==> config.mk <==
export PLATFORM = sky130hd
export DESIGN_NAME = diff_operator_flat
export DESIGN_NICKNAME = d
export VERILOG_FILES = /design/src/rtl/diff_operator_pkg.sv /design/src/rtl/diff_operator_if.sv /design/src/rtl/diff_operator.sv /design/src/flat_wrapper.sv
export SDC_FILE = /design/constraint.sdc
export NUM_CORES = 1
export LEC_CHECK = 0
export BUFFER_PORTS_ARGS = -buffer_cell sky130_fd_sc_hd__buf_4
export CORE_MARGIN = 1.5
export CORE_UTILIZATION = 63
export DETAILED_ROUTE_END_ITERATION = 10
export GPL_TIMING_DRIVEN = 0
export MAX_ROUTING_LAYER = met4
export PLACE_DENSITY = 0.85
export SLEW_MARGIN = 20
export SYNTH_ARGS = -nofsm -noshare
export SYNTH_HDL_FRONTEND = slang
export SYNTH_SLANG_ARGS = --single-unit
==> constraint.sdc <==
create_clock -name clk -period 7.5 [get_ports clk]
set_input_delay 1.5 -clock clk [delete_from_list [all_inputs] [get_ports clk]]
set_output_delay 1.5 -clock clk [all_outputs]
set_load 0.01 [all_outputs]
==> src/rtl/diff_operator_pkg.sv <==
// Shared constants and helpers for the unlimited-sampling recovery chain.
// The difference and antidifferentiation stages both take their default sample width from here.
package diff_operator_pkg;

    localparam int unsigned OUT_RES_DEF = 16;

    function automatic int unsigned cnt_width(input int unsigned order);
        return $clog2(order + 1);
    endfunction

endpackage

==> src/rtl/diff_operator_if.sv <==
// Sample-in / result-out bundle of the difference operator.
// The source drives en/x and must respect busy.
interface diff_operator_if
    import diff_operator_pkg::*;
#(
    parameter int unsigned OUT_RES = OUT_RES_DEF
);
    logic                      en;
    logic signed [OUT_RES-1:0] x;
    logic signed [OUT_RES-1:0] out;
    logic                      out_valid;
    logic                      busy;
    logic                      primed;

    modport master (output en, x, input out, out_valid, busy, primed);
    modport slave  (input en, x, output out, out_valid, busy, primed);
endinterface

==> src/rtl/diff_operator.sv <==
// Sequential ORDER-th finite difference: one subtract-and-update step per clock on hist[cnt].
// Arithmetic wraps mod 2^OUT_RES on purpose; modulo-domain differences rely on it.
module diff_operator
    import diff_operator_pkg::*;
#(
    parameter int unsigned OUT_RES = OUT_RES_DEF,
    parameter int unsigned ORDER   = 2,
    parameter int unsigned CNT_W   = cnt_width(ORDER)
) (
    input logic            clk,
    input logic            reset,
    diff_operator_if.slave bus
);
    typedef enum logic [0:0] {StIdle, StRun} state_e;

    localparam logic [CNT_W-1:0] LastStage = CNT_W'(ORDER - 1);
    localparam logic [CNT_W-1:0] FillMax   = CNT_W'(ORDER);

    state_e                    state_q;
    logic signed [OUT_RES-1:0] cur_q;
    logic signed [OUT_RES-1:0] hist_q [ORDER];
    logic        [CNT_W-1:0]   cnt_q;
    logic        [CNT_W-1:0]   fill_q;
    logic signed [OUT_RES-1:0] out_q;
    logic                      out_valid_q;
    logic                      busy_q;
    logic                      primed_q;

    logic signed [OUT_RES-1:0] hist_sel;
    logic signed [OUT_RES-1:0] nxt;

    always_comb begin
        hist_sel = '0;
        for (int k = 0; k < ORDER; k++) begin
            if (cnt_q == CNT_W'(k)) hist_sel = hist_q[k];
        end
        nxt = cur_q - hist_sel;
    end

    always_ff @(posedge clk) begin
        if (reset) begin
            state_q     <= StIdle;
            cur_q       <= '0;
            cnt_q       <= '0;
            fill_q      <= '0;
            out_q       <= '0;
            out_valid_q <= 1'b0;
            busy_q      <= 1'b0;
            primed_q    <= 1'b0;
            for (int k = 0; k < ORDER; k++) hist_q[k] <= '0;
        end else begin
            out_valid_q <= 1'b0;
            unique case (state_q)
                StIdle: begin
                    if (bus.en) begin
                        cur_q   <= bus.x;
                        cnt_q   <= '0;
                        busy_q  <= 1'b1;
                        state_q <= StRun;
                    end
                end
                StRun: begin
                    for (int k = 0; k < ORDER; k++) begin
                        if (cnt_q == CNT_W'(k)) hist_q[k] <= cur_q;
                    end
                    if (cnt_q == LastStage) begin
                        out_q       <= nxt;
                        out_valid_q <= 1'b1;
                        busy_q      <= 1'b0;
                        state_q     <= StIdle;
                        // primed reflects the history depth before this result is counted
                        primed_q    <= (fill_q == FillMax);
                        if (fill_q != FillMax) fill_q <= fill_q + 1'b1;
                    end else begin
                        cur_q <= nxt;
                        cnt_q <= cnt_q + 1'b1;
                    end
                end
                default: state_q <= StIdle;
            endcase
        end
    end

    assign bus.out       = out_q;
    assign bus.out_valid = out_valid_q;
    assign bus.busy      = busy_q;
    assign bus.primed    = primed_q;

endmodule

==> src/flat_wrapper.sv <==
// flat-port wrapper written by rule: the top's interface ports become plain ports
module diff_operator_flat import diff_operator_pkg::*;
#(
    parameter int unsigned OUT_RES = OUT_RES_DEF,
    parameter int unsigned ORDER   = 2,
    parameter int unsigned CNT_W   = cnt_width(ORDER)
)
  (clk, reset, bus_en, bus_x, bus_out, bus_out_valid, bus_busy, bus_primed);
  diff_operator_if #(.OUT_RES(OUT_RES)) bus_i ();
  input logic clk;
  input logic reset;
  input wire logic [$bits(bus_i.en)-1:0] bus_en;
  input wire logic [$bits(bus_i.x)-1:0] bus_x;
  output wire logic [$bits(bus_i.out)-1:0] bus_out;
  output wire logic [$bits(bus_i.out_valid)-1:0] bus_out_valid;
  output wire logic [$bits(bus_i.busy)-1:0] bus_busy;
  output wire logic [$bits(bus_i.primed)-1:0] bus_primed;
  assign bus_i.en = bus_en;
  assign bus_i.x = bus_x;
  assign bus_out = bus_i.out;
  assign bus_out_valid = bus_i.out_valid;
  assign bus_busy = bus_i.busy;
  assign bus_primed = bus_i.primed;
  diff_operator #(.OUT_RES(OUT_RES), .ORDER(ORDER), .CNT_W(CNT_W)) u_core (.clk(clk), .reset(reset), .bus(bus_i));
endmodule
Word-level counts from Yosys, hierarchy flattened. Memories as Yosys holds them, arrays and structs flattened. Cells that the tools add are included.

$add $sub $neg: 3. Equality and inequality tests: 6. Mux-type cells: 26. Bitwise gates (word level): 3. Reductions and logical operators: 5.

Operators with widths (number): 16-bit two-way mux (6); 16-bit one-hot mux with 2 select lines (1); 16-bit subtractor (1); 1-bit two-way mux (14); 2-bit inequality test, second input constant (4); 2-bit AND reduction (3); 2-bit by 1-bit adder with 2-bit output, second input constant (2); 2-bit two-way mux (2); 1-bit one-hot mux with 2 select lines (2); 2-bit one-hot mux with 2 select lines (1); 3-bit AND reduction (1); 2-bit by 1-bit equality test with 1-bit output, second input constant (1); 2-bit equality test, second input constant (1); 2-bit zero test (1); 1-bit bitwise OR (2); 1-bit NOT (1).

Register bits after elaboration: 40. RAM bits: 32. Input port bits: 19. Output and inout bits: 19. Word-level logic and storage cells: 52. Memories: 1.

Memories: u_core.hist_q (depth 2, bits a word 16, rd ports 2, clocked after Yosys merged registers in 0, write ports 2, line diff_operator.sv:21) `logic signed [OUT_RES-1:0] hist_q [ORDER];`.

Logic depth before layout (Yosys ltp). Gate-level depths: netlist of run 1.

Word-level depth: 6. Mapped depth: 15. Mapped depth without buffers: 13.

Least setup slack after synthesis of run 1. Ideal clock, no wire load.

Path kind: reg2reg. From: reg u_core.cnt_q[0]. To: reg u_core.cur_q[13]. Library setup time: 74 ps. Arrival: 2931 ps. Slack: 4495 ps. Stages on the path, launching flop included: 13. Buffers on the path: 1. Period minus slack after synthesis: 3005 ps. Cell sequence: dfxtp_1 -> inv_1 -> ha_1 -> nor2b_1 -> clkbuf_1 -> a22oi_1 -> ha_1 -> a21oi_2 -> a21boi_2 -> o31a_1 -> o311a_4 -> mux2_4 -> a31oi_1.

Word-level cells in the longest chain between the ends: 6. Elaborated cells on any way between the ends: 9. Classes of those cells: 1 x add/sub; 2 x eq/ne; 4 x mux; 2 x reduce/logical.

Ends and longest elaborated chain: start: declaration (line diff_operator.sv:22) `logic [CNT_W-1:0] cnt_q;`; start signal: assignment (line diff_operator.sv:76) `cnt_q <= cnt_q + 1'b1;`; 2-bit zero test (line diff_operator.sv:35) `if (cnt_q == CNT_W'(k)) hist_sel = hist_q[k];`; 16-bit two-way mux (2 in a row) (line diff_operator.sv:35); 16-bit subtractor (line diff_operator.sv:37) `nxt = cur_q - hist_sel;`; 16-bit two-way mux (line diff_operator.sv:66) `if (cnt_q == LastStage) begin`; 16-bit one-hot mux with 2 select lines (line diff_operator.sv:53) `unique case (state_q)`; end signal: assignment (line diff_operator.sv:56) `cur_q <= bus.x;`; end signal: assignment (line diff_operator.sv:75) `cur_q <= nxt;`; end: declaration (line diff_operator.sv:20) `logic signed [OUT_RES-1:0] cur_q;`.

Parallel ways exist; a longest one is shown, timed or not. The select of a mux whose other input is x is not followed. A chain may end at the register's enable or synchronous reset.

Final worst setup path of run 1. Same ends and word-level chain as after synthesis.

==> results.yml, run 1 <==
status:
  status: "finished, final reports clean"
worst_setup_path:
  r2r_slack_ns: 3.65
  path_cells: "inv_1, ha_1, nor2b_1, clkbuf_1, a22oi_1, ha_1, clkbuf_1, nand4_1, a211oi_2, o311a_4, mux2_4, a31oi_1"
  path_class: "reg -> reg"
  cp_slowest_stage_delay_ns: 0.53
  critPathSlowestCell: "nor2b_1"
  critPathMaxFanout: 10
  arrival_ns: 4.15
  required_ns: 7.79
  end_kind: "flip-flop"
  crit_path_start_kind: "flip-flop"
clock_network:
  cts_tree: "done"
  post-cts-setup-buffers: 0
  clk_pin_slew_ns: 0.08
  cts_hold_buffers: 0
  cts_root_buf: "clkbuf_8"
  insertion_delay_ns: 0.36
  htree_levels: 3
  cts_resized: 0
  clock-sinks: 72
  cts_buffers: 9
  cts_buffer_depth: 2
timing:
  period_needed_ns: 3.85
  tightest_slew_ns: 0.820
  holdWs_ns: 0.456
  setup_violations: 0
  relSlewSlack_pct: 45.2
  drv_slew: 0
  fin_ws_ns: 3.65
  hold_viol: 0
  setup-tns-final_ns: 0
  rsz0062_at_grt: "false"
  finalClockSkew_ns: 0.0137
  final.period_utilization_pct: 51.4
  fmax_ghz: 0.259
final_layout:
  layout-drive-gt1-share_pct: 16.2
  final_cells: 499
  finalInstanceArea_um2: 4240
  syn_to_final_growth_pct: 16.4
  layout.nets: 460
  antenna_cells: 0
yosys:
  synth_top_flop_cell: "dfxtp_1"
  netlist_top_cells_area: "edfxtp_1, dfxtp_1, ha_1"
  async_reset_ff_share_pct: 0
  ys_seq_area_share_pct: 48.4
  synth_cell_types: 55
  netlist.area_leader.share_pct: 26.4
  synth-edff-count: 32
  mappedNetlistArea_um2: 3640
  ys_seq_elements: 72
  synth_area_per_cell_um2: 9.73
  synth_nets: 412
  ys_warn_count: 0
  yosysTopAreaCell: "edfxtp_1"
  synth_cells: 374
hold_path:
  min-delay-path-class: "reg -> reg"
placement:
  dp_hpwl_um: 6450
  dpl.cell_count: 483
  pre_cts_ws_ns: 3.77
  place_area_um2: 4010
  portBuffers: 37
  gp_congestion: 0.958
route:
  detail_route.iter0.violations: 281
  ant_nets: 0
  wl_um: 9310
  drc: 0
  vias_per_cell: 6.12
  vias: 3052
  wl_per_cell_um: 18.6
  dr.pass1.iters: 5
power_and_ir_drop:
  power_density_nw_per_um2: 281
  peakVddDrop_mv: 0.173
  leakagePower_uw: 0.00171
floorplan:
  std_cell_rows: 27
  die-width_um: 79.0
  ios: 38
  die_area_um2: 6240
  die_h_um: 79.0
  coreArea_um2: 5540
  initial_core_util_pct: 65.7
global_route:
  grt_usage_pct: 32.6
  grt_max_degree: 18
  grt_overflow: 0
  grt_pass1_wl_um: 14700
  grt_pass1_vias: 3015
  grt_antenna_before_repair: 0
flow_run:
  maxCapViolCount: 0
-- metal layers --
layer	up-vias	part of all wire, %	track usage, %	routed length, µm
met5	-	0	-	0
met3	24	7.2	4.94	666
met4	0	2.6	15.1	238
met2	140	50	55.6	4640
met1	1446	40	37.8	3760
li1	1442	-	-	-
-- where the power goes --
part	switching (µW)	leakage [µW]	total (µW)	internal, µW
sequential	20.1	0.000663	463	443
combinational	235	0.000932	389	154
clock	151	0.000119	339	188
total	406	0.00171	1190	786
-- cell families after synthesis --
| logic type | count (synthesis) | synth area share (%) |
|---|---|---|
| adder cells (fa/ha/maj) | 19 | 6.74 |
| XOR/XNOR | 14 | 3.37 |
| multiplexers | 4 | 1.24 |
| AO/OA/AOI/OAI | 93 | 18.5 |
| buffers and inverters | 31 | 3.82 |
| flip-flops | 72 | 48.4 |
| AND/OR/NAND/NOR | 141 | 17.9 |
-- state kept, by name, summed over array words and instances, names as in the netlist --
signal and cells:
u_core.bus.primed 1, u_core.cnt_q 2, u_core.bus.busy 1, u_core.bus.out_valid 1
u_core.hist_q 32, u_core.cur_q 16, u_core.bus.out 16, u_core.fill_q 2
u_core.state_q 1
-- synthesized netlist by cell type (6+ instances only) --
master	count
nor2_1	42
o21ai_0	9
and2_1	18
inv_1	12
a211oi_1	7
nand2_1	50
ha_1	18
clkbuf_1	15
edfxtp_1	32
a31oi_1	8
dfxtp_1	40
a21oi_1	19
nor2b_1	6
a22oi_1	16
xnor2_1	11
-- through the flow --
| step | utilization (%) | power, µW |
|---|---|---|
| finish | 76.4 | 1190 |
| CTS | 76.4 | 1180 |
| floorplan | - | 745 |
| detailed placement | 72.3 | 850 |
| global route | 76.4 | 1240 |
| global placement | 72.3 | 838 |
-- worst max-delay path: cells and delay by family (launching register included) --
| family | cells | cell delay [ns] |
|---|---|---|
| AOI/OAI and AO/OA | 4 | 0.91 |
| muxes | 1 | 0.30 |
| adders and majority gates | 2 | 0.55 |
| buffers and inverters | 3 | 0.86 |
| DFF | 1 | 0.34 |
| and+or+nand+nor | 2 | 0.84 |
-- worst paths after layout --
| check | from | end | cells past startpoint |
|---|---|---|---|
| max | u_core.cnt_q[0]$_SDFFE_PP0P_ | u_core.cur_q[13]$_SDFFE_PP0P_ | 12 |
| max reg2reg | u_core.cnt_q[0]$_SDFFE_PP0P_ | u_core.cur_q[13]$_SDFFE_PP0P_ | 12 |
| min | u_core.bus.out[11]$_SDFFE_PP0P_ | u_core.bus.out[11]$_SDFFE_PP0P_ | 2 |
| min reg2reg | u_core.bus.out[11]$_SDFFE_PP0P_ | u_core.bus.out[11]$_SDFFE_PP0P_ | 2 |
-- cell type report --
type                    count  area (µm²)
well taps                  72        90.1
repair buffers             37         278
multi-input cells         271        1740
clock inverters             2        13.8
clock buffers              14         215
fillers                   418        1310
inverters                  12        45.0
flip-flops and latches     72        1760
plain buffers              19        93.8
-- cells in the final DEF, fill, tap and decap left out, drive strengths merged, types with 3 or more instances in the layout --
master and instances:
edfxtp 32, nor2 42, nor3 4, nand2b 4, clkbuf 29, a211oi 8, nand2 50, buf 41
o21a 3, xnor2 11, a31o 5, a22oi 16, a21oi 20, nor4 3, o21ai 9, inv 13
mux2i 3, a31oi 8, nand3 5, a21o 3, xor2 3, and2 19, ha 18, a22o 3
nor2b 6, dfxtp 40
No activity file was read; power rests on OpenSTA's default activity.
==> run 2, diff against run 1 <==
--- a/config.mk
+++ b/config.mk
@@ -7,11 +7,11 @@
 export LEC_CHECK = 0
 export BUFFER_PORTS_ARGS = -buffer_cell sky130_fd_sc_hd__buf_4
 export CORE_MARGIN = 1.5
-export CORE_UTILIZATION = 63
+export CORE_UTILIZATION = 53
 export DETAILED_ROUTE_END_ITERATION = 10
 export GPL_TIMING_DRIVEN = 0
 export MAX_ROUTING_LAYER = met4
-export PLACE_DENSITY = 0.85
+export PLACE_DENSITY = 0.76
 export SLEW_MARGIN = 20
 export SYNTH_ARGS = -nofsm -noshare
 export SYNTH_HDL_FRONTEND = slang
==> constraint.sdc (replaced) <==
create_clock -name clk -period 3.5 [get_ports clk]
set_input_delay 0.7 -clock clk [delete_from_list [all_inputs] [get_ports clk]]
set_output_delay 0.7 -clock clk [all_outputs]
set_load 0.01 [all_outputs]
==> results.yml, run 2 (synthesized netlist as in run 1, its figures left out) <==
status:
  status: "finished, final reports clean"
placement:
  dpl.cell_count: 491
  gp_congestion: 0.939
  place_area_um2: 4020
  dp_hpwl_um: 6420
  portBuffers: 37
power_and_ir_drop:
  power_frac_clock_pct: 27.4
  p_sw_share_pct: 33.1
  power_density_nw_per_um2: 588
  seqPwrFrac_pct: 40.0
  combPwrFrac_pct: 32.7
  net-switching-power_uw: 825
  p_int_uw: 1670
  peakVddDrop_mv: 0.326
  leakagePower_uw: 0.00172
final_layout:
  layout.nets: 458
  final_cell_mix: "nand2_1, nor2_1, dfxtp_1"
  largest_register: "u_core.hist_q"
  largest_reg_flops: 32
  fin_util_pct: 63.0
  syn_to_final_growth_pct: 16.3
  antenna_cells: 0
  layout-drive-gt1-share_pct: 16.5
  layout_commonest_cell: "nand2_1"
  finalInstanceArea_um2: 4230
  final_cells: 505
timing:
  hold_viol: 0
  relSlewSlack_pct: 23.9
  final.period_utilization_pct: 93.6
  rsz0062_at_grt: "false"
  setup-tns-final_ns: 0
  fmax_ghz: 0.305
  tightest_slew_ns: 1.14
  finalClockSkew_ns: 0.00789
  period_needed_ns: 3.28
  setup_violations: 0
  drv_slew: 0
floorplan:
  die_area_um2: 7370
  die-width_um: 85.9
  coreArea_um2: 6720
  die_h_um: 85.9
  std_cell_rows: 30
  initial_core_util_pct: 54.2
  ios: 38
route:
  drc: 0
  wl_per_cell_um: 17.4
  detail_route.iter0.violations: 210
  ant_nets: 0
  dr.pass1.iters: 4
  vias: 2981
  vias_per_cell: 5.90
  wl_um: 8790
clock_network:
  insertion_delay_ns: 0.35
  cts_buffers: 9
  htree_levels: 3
  cts_hold_buffers: 0
  cts_tree: "done"
  post-cts-setup-buffers: 0
  cts_resized: 2
  cts_buffer_depth: 2
  clock-sinks: 72
  clk_pin_slew_ns: 0.08
  cts_root_buf: "clkbuf_8"
worst_setup_path:
  end_kind: "flip-flop"
  crit_path_start_kind: "flip-flop"
  path_cells: "inv_1, ha_1, nor2b_4, clkbuf_2, a22oi_1, ha_1, a21oi_2, a21boi_2, o31a_1, o311a_4, mux2_4, a31oi_1"
  critPathTopFamily: "compound AO/OA/AOI/OAI gates"
  critPathMostFrequentCell: "ha_1"
  cp_slowest_stage_delay_ns: 0.38
  path_class: "reg -> reg"
  arrival_ns: 3.55
  critPathSlowestCell: "ha_1"
  cp.buffers_inverters: 2
  required_ns: 3.78
  critPathMaxFanout: 10
global_route:
  grt_antenna_before_repair: 0
  grt_pass1_vias: 2828
  grt_usage_pct: 25.7
  grt_max_degree: 20
  grt_pass1_wl_um: 13700
  grt_overflow: 0
flow_run:
  maxCapViolCount: 0
hold_path:
  min-delay-path-class: "reg -> reg"
run 2: cell types whose count changed in the layout (fill, tap and decap cells not counted):
cell and delta:
clkbuf_1 -2, nor2b_4 +1, clkbuf_2 +2, clkbuf_8 -1
nor2b_1 -1, inv_6 -1
run 2: power by group through the flow:
stage | Clock [µW] | Sequential (µW) | Combinational, µW
finish | 681 | 996 | 813
global route | 717 | 1000 | 885
CTS | 685 | 994 | 799
detailed placement | 0 | 1010 | 790
global placement | 0 | 1010 | 779
floorplan | 0 | 1000 | 593
run 2: path summary, 6_finish.rpt:
kind | startpoint | endpoint | slack (ns) | cells after the start
worst max register to register | u_core.cnt_q[0]$_SDFFE_PP0P_ | u_core.cur_q[13]$_SDFFE_PP0P_ | 0.22 | 12
worst min-delay path | u_core.bus.out[14]$_SDFFE_PP0P_ | u_core.bus.out[14]$_SDFFE_PP0P_ | 0.46 | 2
worst min register to register | u_core.bus.out[14]$_SDFFE_PP0P_ | u_core.bus.out[14]$_SDFFE_PP0P_ | 0.46 | 2
worst max-delay path | u_core.cnt_q[0]$_SDFFE_PP0P_ | u_core.cur_q[13]$_SDFFE_PP0P_ | 0.22 | 12
run 2: layout make-up:
class                      instances  area (µm²)
buffer                            17        88.8
clock buffer                      15         209
clock inverter                     1        5.00
fill                             538        2490
inverter                          12        45.0
multi-input combinational        271        1750
sequential                        72        1760
tap                               80         100
timing repair buffer              37         278
run 2: worst min-delay path: cells and delay by family (launching register included):
family             cells  cell delay, ns
AOI/OAI and AO/OA      1            0.06
and+or+nand+nor        1            0.05
DFF                    1            0.33
run 2: stage by stage:
| stage | setup slack (ns) | total power, µW | hold WS [ns] |
|---|---|---|---|
| floorplan | 0.495 | 1600 | 0.445 |
| global placement | -0.208 | 1790 | 0.447 |
| detailed placement | -0.280 | 1800 | 0.449 |
| CTS | 0.0128 | 2480 | 0.464 |
| global route | 0.0360 | 2600 | 0.490 |
| finish | 0.223 | 2490 | 0.462 |
run 2: layer usage:
layer,vias to the layer above,track usage [%],routed length [µm]
met2,75,38.7,4020
met4,0,15.2,373
met5,-,-,0
met3,30,3.46,376
li1,1435,-,-
met1,1441,33.1,4010
